--- src/rtl/led_trail_pwm_if.sv ---
// Bus between the chase stage/pads and the comet-trail PWM block.
// master drives enable and pattern; slave (the PWM block) drives the LED outputs.
interface led_trail_pwm_if;
    logic       ena;
    logic [7:0] pattern_in;
    logic [7:0] pwm_out;
    logic [7:0] active_mask;
    logic       frame_start;

    modport master (
        output ena,
        output pattern_in,
        input  pwm_out,
        input  active_mask,
        input  frame_start
    );

    modport slave (
        input  ena,
        input  pattern_in,
        output pwm_out,
        output active_mask,
        output frame_start
    );
endinterface

--- src/rtl/led_trail_pwm.sv ---
// Comet-trail PWM driver: lit LEDs run at full brightness, released LEDs fade linearly
// to off, and each channel's brightness is rendered as a frame-aligned PWM duty cycle.
module led_trail_pwm #(
    parameter int PWM_BITS      = 4,
    parameter int DECAY_DIV     = 50000,
    parameter int DECAY_STEP    = 1,
    parameter int IN_ACTIVE_LOW = 1
) (
    input  logic            clk,
    input  logic            rst_n,
    led_trail_pwm_if.slave  bus
);

    localparam int                  DIV_W    = (DECAY_DIV > 1) ? $clog2(DECAY_DIV) : 1;
    localparam logic [DIV_W-1:0]    DIV_LAST = DIV_W'(DECAY_DIV - 1);
    localparam logic [PWM_BITS-1:0] MAXB     = '1;
    localparam logic [PWM_BITS-1:0] STEP     = PWM_BITS'(DECAY_STEP);
    localparam logic [7:0]          IN_XOR   = (IN_ACTIVE_LOW != 0) ? 8'hFF : 8'h00;

    logic [7:0]          pat_q, pat_d;
    logic [DIV_W-1:0]    div_cnt_q, div_cnt_d;
    logic [PWM_BITS-1:0] pwm_cnt_q, pwm_cnt_d;
    logic [PWM_BITS-1:0] brightness_q [8];
    logic [PWM_BITS-1:0] brightness_d [8];
    logic [PWM_BITS-1:0] duty_q [8];
    logic [PWM_BITS-1:0] duty_d [8];
    logic [7:0]          pwm_out_q, pwm_out_d;
    logic                frame_start_q, frame_start_d;
    logic                decay_tick;
    logic [7:0]          active_mask;

    always_ff @(posedge clk or negedge rst_n) begin
        if (!rst_n) begin
            pat_q         <= '0;
            div_cnt_q     <= '0;
            pwm_cnt_q     <= '0;
            pwm_out_q     <= '0;
            frame_start_q <= 1'b0;
            for (int i = 0; i < 8; i++) begin
                brightness_q[i] <= '0;
                duty_q[i]       <= '0;
            end
        end else begin
            pat_q         <= pat_d;
            div_cnt_q     <= div_cnt_d;
            pwm_cnt_q     <= pwm_cnt_d;
            pwm_out_q     <= pwm_out_d;
            frame_start_q <= frame_start_d;
            brightness_q  <= brightness_d;
            duty_q        <= duty_d;
        end
    end

    always_comb begin
        pat_d         = pat_q;
        div_cnt_d     = div_cnt_q;
        pwm_cnt_d     = pwm_cnt_q;
        brightness_d  = brightness_q;
        duty_d        = duty_q;
        pwm_out_d     = '0;
        frame_start_d = 1'b0;
        decay_tick    = 1'b0;
        if (bus.ena) begin
            pat_d         = bus.pattern_in ^ IN_XOR;
            decay_tick    = (div_cnt_q == DIV_LAST);
            div_cnt_d     = decay_tick ? '0 : div_cnt_q + 1'b1;
            pwm_cnt_d     = pwm_cnt_q + 1'b1;
            frame_start_d = (pwm_cnt_q == MAXB);
            for (int i = 0; i < 8; i++) begin
                // A lit LED wins over a decay tick landing in the same cycle.
                if (pat_q[i]) begin
                    brightness_d[i] = MAXB;
                end else if (decay_tick) begin
                    brightness_d[i] = (int'(brightness_q[i]) > DECAY_STEP) ?
                                      brightness_q[i] - STEP : '0;
                end
                if (pwm_cnt_q == MAXB) begin
                    duty_d[i] = brightness_q[i];
                end
                // Compare against next-cycle duty/count so pwm_out lines up with frame_start.
                pwm_out_d[i] = (duty_d[i] == MAXB) || (duty_d[i] > pwm_cnt_d);
            end
        end
    end

    always_comb begin
        active_mask = '0;
        for (int i = 0; i < 8; i++) begin
            active_mask[i] = |brightness_q[i];
        end
    end

    assign bus.pwm_out     = pwm_out_q;
    assign bus.frame_start = frame_start_q;
    assign bus.active_mask = active_mask;

endmodule
--- src/flat_wrapper.sv ---
// flat-port wrapper written by rule: the top's interface ports become plain ports
module led_trail_pwm_flat 
#(
    parameter int PWM_BITS      = 4,
    parameter int DECAY_DIV     = 50000,
    parameter int DECAY_STEP    = 1,
    parameter int IN_ACTIVE_LOW = 1
)
  (clk, rst_n, bus_ena, bus_pattern_in, bus_pwm_out, bus_active_mask, bus_frame_start);
  led_trail_pwm_if bus_i ();
  input  logic clk;
  input  logic rst_n;
  input wire logic [$bits(bus_i.ena)-1:0] bus_ena;
  input wire logic [$bits(bus_i.pattern_in)-1:0] bus_pattern_in;
  output wire logic [$bits(bus_i.pwm_out)-1:0] bus_pwm_out;
  output wire logic [$bits(bus_i.active_mask)-1:0] bus_active_mask;
  output wire logic [$bits(bus_i.frame_start)-1:0] bus_frame_start;
  assign bus_i.ena = bus_ena;
  assign bus_i.pattern_in = bus_pattern_in;
  assign bus_pwm_out = bus_i.pwm_out;
  assign bus_active_mask = bus_i.active_mask;
  assign bus_frame_start = bus_i.frame_start;
  led_trail_pwm #(.PWM_BITS(PWM_BITS), .DECAY_DIV(DECAY_DIV), .DECAY_STEP(DECAY_STEP), .IN_ACTIVE_LOW(IN_ACTIVE_LOW)) u_core (.clk(clk), .rst_n(rst_n), .bus(bus_i));
endmodule
--- config.mk ---
export PLATFORM = sky130hd
export DESIGN_NAME = led_trail_pwm_flat
export DESIGN_NICKNAME = d
export VERILOG_FILES = /design/src/rtl/led_trail_pwm_if.sv /design/src/rtl/led_trail_pwm.sv /design/src/flat_wrapper.sv
export SDC_FILE = /design/constraint.sdc
export NUM_CORES = 1
export LEC_CHECK = 0
export ABC_AREA = 1
export CAP_MARGIN = 20
export CORE_MARGIN = 5
export CORE_UTILIZATION = 56
export CTS_CLUSTER_SIZE = 25
export DETAILED_ROUTE_END_ITERATION = 10
export PLACE_DENSITY_LB_ADDON = 0.25
export SLEW_MARGIN = 15
export SYNTH_ARGS = -nofsm -noshare
export SYNTH_HDL_FRONTEND = slang
export SYNTH_SLANG_ARGS = --single-unit
--- constraint.sdc ---
create_clock -name clk -period 2.2 [get_ports clk]
set_clock_uncertainty 0.2 [all_clocks]
set_input_delay 0.44 -clock clk [delete_from_list [all_inputs] [get_ports clk]]
set_output_delay 0.44 -clock clk [all_outputs]
set_load 0.05 [all_outputs]
==> results_dict.tcl <==
set metrics [dict create \
    wl_met1_um 6840 \
    synth_edf_count 0 \
    ys_ff_latch 101 \
    grt_pass1_wl_um 24000 \
    synthCells 921 \
    yosysSeqAreaShare_pct 38.4 \
    whs_ns 0.312 \
    async_flop_share_pct 100 \
    worstPathCellList "clkdlybuf4s50_1" \
    postSynthAreaPerCell_um2 7.14 \
    hold_viol_final 0 \
    power_w 0.00860 \
    slew_headroom_pct 66.5 \
    synth_most_common_cell "nand2_1" \
    ant_nets 0 \
    synth_cell_types 26 \
    crit_arrival_ns 1.52 \
    fp.coreArea_um2 11500 \
    drv_slew 0 \
    slowest_delay_ns 0.80 \
    grt_max_degree 50 \
    critical_path.top_delay_family "buffers and inverters" \
    clock_latency_ns 0.36 \
    grt_pass1_vias 5147 \
    gp_congestion 0.853 \
    synthFlopType "dfrtp_1" \
    synth_commonest_cells "nand2_1, inv_1, dfrtp_1, nor2_1, nand3_1" \
    rsz0062_at_grt "false" \
    vias_per_cell 5.23 \
    clock_sinks 101 \
    num_rows 39 \
    fin_nets 1025 \
    clock.fmax_mhz 464 \
    worst_slack_ns 0.0426 \
    netlist_area_um2 6580 \
    min_period_ns 2.16 \
    p_leak_nw 4.26 \
    start_util_pct 57.4 \
    post-route-drc-count 0 \
    grtUsageTotal_pct 20.6 \
    drt_iter0_drc 444 \
    status "completed" \
    dp_hpwl_um 10100 \
    vdd_ir_drop_max_v 0.000895 \
    place_ws_ns 0.0431 \
    routed-wl-met3_um 757 \
    worstMarginPinSlew_ns 0.502 \
    cts-root-buf "clkbuf_16" \
    fin_setup_tns_ns 0 \
    cp-end-kind "output pin" \
    cp-start-kind "flip-flop" \
    h-tree-depth 3 \
    clk_pin_slew_worst_paths_ns 0.07 \
    ios 28 \
    vias 5775 \
    synth_area_leader_cell "dfrtp_1" \
    crit_fanout 1 \
    hold_path.class "flip-flop to flip-flop" \
    final_util_pct 66.2 \
    area_growth_pct 15.3 \
    n_fill_cell 976 \
    maxCapViolCount 0 \
    routedWlPerCell_um 12.7 \
    drive_gt1_share_pct 7.28 \
    required_ns 1.56 \
    die_h_um 118 \
    antenna_found_initial 0 \
    cts_tree "yes" \
    finalSetupViolations 0 \
    port_buffers 27 \
    crit_type "flip-flop to output pin" \
    cts_buffer_depth 2 \
    wl_met2_um 6270 \
    ys_top_cells_by_area "dfrtp_1, nand2_1, ha_1, inv_1, nand3_1" \
    antenna_cells 0 \
    dr.pass1.iters 8 \
    synth_fp_nets 990 \
    die-area_um2 14000 \
    cp_num_buf_inv 1 \
    timing.final.crit_share_pct 98.1 \
    overflow 0 \
    synth_top_area_share_pct 38.4 \
    die_width_um 118 \
    wl_um 14000 \
    powerDensity_nw_per_um2 1130 \
    dr.max_layer_used "met4" \
    timing.critical_path.slowest_stage_cell "clkdlybuf4s50_1" \
    ys_warn_count 0 \
    cts_buffers 9 \
]
final timing paths:
kind | start | endpoint | slack (ns) | cells after the start
worst max register to register | u_core.pwm_cnt_q[1]$_DFFE_PN0P_ | u_core.bus.pwm_out[5]$_DFF_PN0_ | 0.11 | 13
max in group asynchronous | rst_n | u_core.pwm_cnt_q[3]$_DFFE_PN0P_ | 0.81 | 3
worst min register to register | u_core.pat_q[7]$_DFFE_PN0P_ | u_core.pat_q[7]$_DFFE_PN0P_ | 0.31 | 2
min in group asynchronous | rst_n | u_core.div_cnt_q[8]$_DFFE_PN0P_ | 0.36 | 2
worst max-delay path | u_core.bus.pwm_out[0]$_DFF_PN0_ | bus_pwm_out[0] | 0.04 | 1
worst min-delay path | u_core.pat_q[7]$_DFFE_PN0P_ | u_core.pat_q[7]$_DFFE_PN0P_ | 0.31 | 2
registers in the layout (all words and copies together) (netlist names):
| register | flops |
|---|---|
| u_core.bus.frame_start | 1 |
| u_core.pwm_cnt_q | 4 |
| u_core.bus.pwm_out | 8 |
| u_core.div_cnt_q | 16 |
| u_core.brightness_q | 32 |
| u_core.duty_q | 32 |
| u_core.pat_q | 8 |
layer usage:
| layer | vias to the layer above | track usage, % |
|---|---|---|
| met5 | - | 0 |
| met4 | 0 | 6.52 |
| met3 | 15 | 4.87 |
| met2 | 129 | 31.8 |
| met1 | 2632 | 28.8 |
| li1 | 2999 | - |
cells in the final DEF, fill, tap and decap left out, drive strengths merged, types with 3 or more instances in the layout:
master           n
a21oi           19
buf             40
clkbuf          11
clkdlybuf4s50   16
dfrtp          101
ha              58
inv            136
nand2          265
nand3           92
nand4           36
nor2            98
nor3             9
o211ai           3
o21ai           60
or2              3
xor2             5
kinds of logic after synthesis:
logic type | after synthesis | synth area share (%)
XOR/XNOR | 6 | 0.799
AO/OA/AOI/OAI | 83 | 6.47
adder cells (fa/ha/maj) | 58 | 11.0
AND/OR/NAND/NOR | 504 | 32.6
flip-flops | 101 | 38.4
buffers and inverters | 169 | 10.7
through the flow:
stage                     area (um2)  instances
after floorplan                 6590        921
after global placement          7220       1085
after detailed placement        7220       1085
after CTS                       7530       1102
after global routing            7590       1104
final                           7590       1104
report_power, final:
part | switching, W | internal, W
Combinational | 0.00257 | 0.00170
Sequential | 0.000311 | 0.00237
Clock | 0.000721 | 0.000923
what timing repair did:
item                                    4_1_cts  5_1_grt
pin swaps                                     0        2
endpoints found under the hold margin        28        0
endpoints found under the setup margin        1        9
gates resized for setup                       1        7
buffers inserted                              0        1
hold buffers                                  1        0
cloned                                        0        1
area by class of cell:
cell class              instances  area, um2  share of cell area (%)
multi-input cells             651       3380                    44.6
well taps                     143        179                    2.36
clock buffers                  10        239                    3.15
repair buffers                 60        692                    9.12
clock inverters                 6       68.8                   0.907
inverters                     133        499                    6.58
flip-flops and latches        101       2530                    33.3
(Power assumes the default switching activity.)
